===== config.mk =====
export PLATFORM = sky130hd
export DESIGN_NAME = dtw_result_filter
export DESIGN_NICKNAME = d
export VERILOG_FILES = /design/src/rtl/dtw_result_filter.sv
export SDC_FILE = /design/constraint.sdc
export NUM_CORES = 1
export LEC_CHECK = 0
export BUFFER_PORTS_ARGS = -buffer_cell sky130_fd_sc_hd__buf_2
export CAP_MARGIN = 20
export CORE_MARGIN = 1.5
export CORE_UTILIZATION = 59
export DETAILED_ROUTE_END_ITERATION = 16
export GPL_ROUTABILITY_DRIVEN = 0
export GPL_TIMING_DRIVEN = 0
export PLACE_DENSITY = 0.85
export SYNTH_ARGS = -nofsm -noshare
export SYNTH_HDL_FRONTEND = slang
export SYNTH_SLANG_ARGS = --single-unit

===== constraint.sdc =====
create_clock -name clk -period 5.6 [get_ports clk]
set_input_delay 0.28 -clock clk [delete_from_list [all_inputs] [get_ports clk]]
set_output_delay 0.28 -clock clk [all_outputs]
set_load 0.1 [all_outputs]

===== src/rtl/dtw_result_filter.sv =====
// Result filter behind the DTW core: drains 3-word records (qid, position, cost) from the
// sink FIFO, flags hits against a threshold and re-emits each record as a 3-beat AXI-Stream packet.
// Optional hit/drop statistics counters are built when RESULT_STATS_EN is defined.
module dtw_result_filter #(
    parameter int WIDTH      = 16,
    parameter int AXIS_WIDTH = 32
) (
    input  logic                  clk,
    input  logic                  rst_n,
    output logic                  res_fifo_rden,
    input  logic                  res_fifo_empty,
    input  logic [AXIS_WIDTH-1:0] res_fifo_data,
    input  logic [WIDTH-1:0]      threshold,
    input  logic                  drop_miss,
    input  logic                  resync,
    output logic [AXIS_WIDTH-1:0] m_axis_tdata,
    output logic                  m_axis_tvalid,
    input  logic                  m_axis_tready,
    output logic                  m_axis_tlast,
    output logic                  busy,
`ifdef RESULT_STATS_EN
    output logic [31:0]           hit_count,
    output logic [31:0]           drop_count,
`endif
    output logic [31:0]           rec_count
);

    typedef enum logic [2:0] {
        RD_QID,
        RD_POS,
        RD_VAL,
        OUT0,
        OUT1,
        OUT2
    } state_t;

    state_t                state;
    logic [AXIS_WIDTH-1:0] qid_q;
    logic [AXIS_WIDTH-1:0] pos_q;
    logic [WIDTH-1:0]      cost_q;
    logic                  hit_q;

    logic                  in_read;
    logic                  hit_now;
    logic                  handshake;
    logic [AXIS_WIDTH-1:0] last_beat;

    // NOTE: every signal assigned in always_comb gets a default first, so no path can infer a latch.
    always_comb begin
        in_read       = 1'b0;
        hit_now       = 1'b0;
        handshake     = 1'b0;
        last_beat     = '0;
        m_axis_tdata  = '0;
        m_axis_tvalid = 1'b0;
        m_axis_tlast  = 1'b0;

        in_read       = (state == RD_QID) || (state == RD_POS) || (state == RD_VAL);
        hit_now       = (res_fifo_data[WIDTH-1:0] <= threshold);
        m_axis_tvalid = (state == OUT0) || (state == OUT1) || (state == OUT2);
        handshake     = m_axis_tvalid && m_axis_tready;

        last_beat[WIDTH-1:0]      = cost_q;
        last_beat[AXIS_WIDTH-1]   = hit_q;

        case (state)
            OUT0:    m_axis_tdata = qid_q;
            OUT1:    m_axis_tdata = pos_q;
            OUT2: begin
                m_axis_tdata = last_beat;
                m_axis_tlast = 1'b1;
            end
            default: m_axis_tdata = '0;
        endcase
    end

    assign res_fifo_rden = in_read && !res_fifo_empty;
    assign busy          = (state != RD_QID);

    // NOTE: sequential state uses non-blocking assignments only, so every flop samples pre-edge values.
    always_ff @(posedge clk or negedge rst_n) begin
        if (!rst_n) begin
            state     <= RD_QID;
            qid_q     <= '0;
            pos_q     <= '0;
            cost_q    <= '0;
            hit_q     <= 1'b0;
            rec_count <= '0;
        end else if (resync) begin
            // Restart wins over any pop or handshake this cycle; a popped word is discarded.
            state <= RD_QID;
        end else begin
            case (state)
                RD_QID: if (!res_fifo_empty) begin
                    qid_q <= res_fifo_data;
                    state <= RD_POS;
                end
                RD_POS: if (!res_fifo_empty) begin
                    pos_q <= res_fifo_data;
                    state <= RD_VAL;
                end
                RD_VAL: if (!res_fifo_empty) begin
                    cost_q    <= res_fifo_data[WIDTH-1:0];
                    hit_q     <= hit_now;
                    rec_count <= rec_count + 32'd1;
                    state     <= (drop_miss && !hit_now) ? RD_QID : OUT0;
                end
                OUT0:    if (handshake) state <= OUT1;
                OUT1:    if (handshake) state <= OUT2;
                OUT2:    if (handshake) state <= RD_QID;
                default: state <= RD_QID;
            endcase
        end
    end

`ifdef RESULT_STATS_EN
    logic cost_pop;

    assign cost_pop = (state == RD_VAL) && !res_fifo_empty && !resync;

    // Saturating counters; resync restarts parsing but keeps the statistics.
    always_ff @(posedge clk or negedge rst_n) begin
        if (!rst_n) begin
            hit_count  <= '0;
            drop_count <= '0;
        end else if (cost_pop) begin
            if (hit_now && (hit_count != 32'hFFFF_FFFF))
                hit_count <= hit_count + 32'd1;
            if (!hit_now && drop_miss && (drop_count != 32'hFFFF_FFFF))
                drop_count <= drop_count + 32'd1;
        end
    end
`endif

endmodule


==> Implementation_results.wiki <==
{| class="wikitable"
! Metric !! Value
|-
| Adder-cell area share of the yosys netlist || around 3.7%
|-
| Simple logic cell fraction of the synthesized area || under 10%
|-
| Hold Path Sink || pos_q[29]
|-
| GRT met3 Usage || between 6 and 7%
|-
| DRC marker count from the first detailed-route iteration || about 190
|-
| Maximum Capacitance Violations || 0
|-
| Clock Tree Buf Depth || 2
|-
| Row count || 36
|-
| Count of endpoints failing hold in the final timing report || 0
|-
| Slew Limit Headroom || around two fifths
|-
| Worst hold margin || between 0.015 and 0.02 ns
|-
| Capture point of the worst reg-to-reg path || rec_count[31]
|-
| Worst slack at placement || 2.98 ns
|-
| Final count of pins violating max slew || 0
|-
| Number of antenna-violating nets in the routed design || 0
|-
| VDD IR max || between 0.0002 and 0.00025 V
|-
| Total Wirelength || 13800 um
|-
| Final Net Count || between 600 and 700
|-
| Pleak || between 3 and 4 nW
|-
| Synth async-reset ratio || 100%
|-
| DR vias || approximately 4300
|-
| Met1 GRT Util || a little under two fifths
|-
| Number of fill cells in the layout || 618
|-
| Area of the die || about 0.010 sq mm
|-
| Chain of cells forming the critical path || clkbuf_1 -> nand2_1 -> nor2_1 -> clkbuf_1 -> nand2_1 -> o21ai_0 -> buf_2
|-
| Number of DRC violations after detailed routing || 0
|-
| Least-Margin Pin Slew || roughly 0.92 ns
|-
| Most used flip-flop cell after synthesis || dfrtp_1
|-
| First-pass iteration count of the detailed router || 4
|-
| Commonest non-fill, non-tap cells in the layout || buf_2, dfrtp_1, mux2_4
|-
| Post-synthesis instance total || approximately 460
|-
| Clock root buffer master || clkbuf_8
|-
| Total global routing overflow || 0
|-
| Area Growth Syn to Fin || 27.0%
|-
| Clk Latency, worst-skew pair || 0.52 ns
|-
| Power density over the cells || 386 mW/mm^2
|-
| Global-route track usage on met2 || around 46%
|-
| Wire length of the first global-routing pass || 22100 um
|-
| Max incr delay on CP || just over 0.5 ns
|-
| Area of the core region || approximately 0.0096 sq mm
|-
| Final Util || approximately three quarters
|-
| Post-synthesis compound-gate area fraction || between 6 and 7%
|-
| Most common cell after layout, fill and taps aside || buf_2
|-
| Number of clock buffers inserted by TritonCTS || 17
|-
| Number of sinks driven by the clock tree || around 120
|-
| Largest net degree at the start of global routing || between 70 and 80
|-
| Endpoint class of the critical path || output port
|-
| Instance area after placement || approximately 0.0066 sq mm
|-
| Count of buffers from port buffering || around 120
|-
| ANT cells || 0
|-
| Crit path kind || reg -> out
|-
| Final period util || around three fifths
|-
| Cell count after placement || between 700 and 800
|-
| Nature of the critical path startpoint || register
|-
| Worst min path class || in -> reg
|-
| Total of endpoints with negative setup slack in the final report || 0
|-
| Beginning of the worst hold path || res_fifo_data[29]
|-
| Number of library cell types mapped by synthesis || 38
|-
| Via count of the first global-routing pass || approximately 4400
|-
| Number of antenna violations at the first check in global routing || 0
|-
| Starting density of the core || roughly 60%
|-
| Number of vias per cell after detailed routing || roughly 5.7
|-
| Sequential fraction of the synthesis area || between 50% and 60%
|-
| Status || finished, final reports clean
|-
| Share of synthesized area spent on multiplexers || between 20% and 30%
|-
| Number of H-tree levels || 4
|-
| Worst Clk Skew || ~0.0065 ns
|-
| Main combinational cell family by area after synthesis || multiplexers
|-
| GRT Overall Usage || 28.2%
|-
| Required time of the critical path || 5.32 ns
|-
| Count of buffering cells on the critical path with inverters included || 3
|-
| Synthesis Warnings || 0
|-
| Nets in the synthesized netlist || around 540
|-
| Worst hold path depth || 2
|-
| Arrival time reported for the critical path endpoint || ~3 ns
|-
| Fraction of layout instances using a drive strength above 1 || roughly 40%
|-
| Post-DP HPWL || between 9000 and 10000 um
|-
| Boundary Pins || about 120
|-
| Post-synthesis cell area || approximately 0.0058 sq mm
|-
| Fraction of synthesized cell area in xor and xnor cells || between 4 and 5%
|-
| Summed negative setup slack over all endpoints || 0 ns
|-
| Final instance count without filler cells || 763
|-
| Most utilized layer in the global route result || met2
|-
| Largest delay share family, worst path || buffers and inverters
|-
| Number of enable flip-flop cells after synthesis || 0
|-
| Cells on worst reg2reg path || 6
|-
| Reg2reg start || state[0]
|-
| Worst setup margin || between 2 and 2.5 ns
|-
| Setup slack of the worst register-to-register path || 3.61 ns
|-
| Worst-path maximum fanout || 10
|-
| Clock transition at the registers of the reported paths || roughly 0.060 ns
|-
| Detailed-route wire length per cell || 18.1 um
|-
| Number of synthesized register bits || approximately 120
|-
| Die extent in y || 102 um
|-
| Post-layout instance area || 0.00738 sq mm
|-
| Unrepaired setup endpoints after global routing || no
|-
| Total power consumption of the routed design || 2.85 mW
|-
| Slowest CP cell || buf_2
|-
| Average size of a mapped cell || ~13 sq um
|-
| F_max || around 300 MHz
|-
| Post-layout min period || roughly 3.3 ns
|-
| Horiz. Die Dim || just over 100 um
|-
| TritonCTS clock tree || yes
|}
per-layer routing:
| layer | up-vias | part of all wire (%) |
|---|---|---|
| met3 | 18 | 5.3 |
| met4 | 0 | 1.3 |
| met1 | 2181 | 44 |
| met5 | - | 0 |
| met2 | 157 | 50 |
| li1 | 1960 | - |
what timing repair did:
action	in CTS	in global routing
endpoints found under the hold margin	59	0
gates resized for setup	0	0
hold buffers	12	0
setup buffers	0	0
worst register-to-register path, delay by kind of cell (launching register included):
kind	cells	cell delay, ns
flip-flops	1	0.37
buffers and inverters	1	0.13
AND/OR/NAND/NOR	4	1.23
XOR/XNOR	1	0.18
state kept, by name, indices dropped and copies added, names as in the netlist:
register and count:
state 3, hit_q 1, qid_q 32, pos_q 32
rec_count 32, cost_q 16
report_power, final:
| group | total, mW | leakage, nW | internal [mW] | switching (mW) |
|---|---|---|---|---|
| clock | 1.18 | 0.303 | 0.791 | 0.389 |
| sequential | 1.13 | 1.45 | 1.02 | 0.112 |
| combinational | 0.536 | 2.09 | 0.274 | 0.262 |
| total | 2.85 | 3.85 | 2.08 | 0.764 |
how the worst max path moves through the flow:
| stage | slack, ns | cells after the start | to | from |
|---|---|---|---|---|
| floorplan | 2.15 | 5 | m_axis_tdata[10] | state[1] |
| global placement | 2.95 | 1 | cost_q[6] | rst_n |
| detailed placement | 2.98 | 7 | m_axis_tdata[14] | state[1] |
| CTS | 2.34 | 7 | m_axis_tdata[14] | state[1] |
| global route | 2.12 | 7 | m_axis_tdata[14] | state[1] |
| finish | 2.31 | 7 | m_axis_tdata[14] | state[1] |
layout make-up:
cell class / count / area, sq um / area share [%]
plain buffers: 23 / 159 / 2.15
clock buffers: 20 / 445 / 6.04
clock inverters: 12 / 203 / 2.75
inverters: 21 / 78.8 / 1.07
multi-input cells: 304 / 2670 / 36.1
flip-flops and latches: 116 / 2900 / 39.4
well taps: 133 / 166 / 2.26
repair buffers: 134 / 756 / 10.2
cells in the mapped netlist, drive strengths merged, types with 2 or more instances:
library cell,number,area (sq um)
nand2,33,124
mux2,78,1090
buf,13,121
a211oi,2,15.0
and2,2,12.5
nor2,14,52.6
clkbuf,10,37.5
dfrtp,116,2900
inv,21,78.8
nand3,12,60.1
or3,5,31.3
a21oi,11,55.1
mux2i,18,180
nor2b,3,18.8
xnor2,22,193
and4,8,70.1
o21ai,24,120
nor3,4,30.0
a21o,2,15.0
ha,17,213
and3,5,32.5
a22o,15,131
xor2,9,78.8
nand4,11,75.1
kinds of logic (layout without fill, tap and decap cells):
family / Yosys count / in the layout
compound gates: 58 / 58
flops: 116 / 116
mux: 96 / 96
xor+xnor: 31 / 31
fa+ha+maj: 17 / 17
simple gates: 102 / 102
buf+inv: 44 / 210
(Power assumes the default switching activity.)
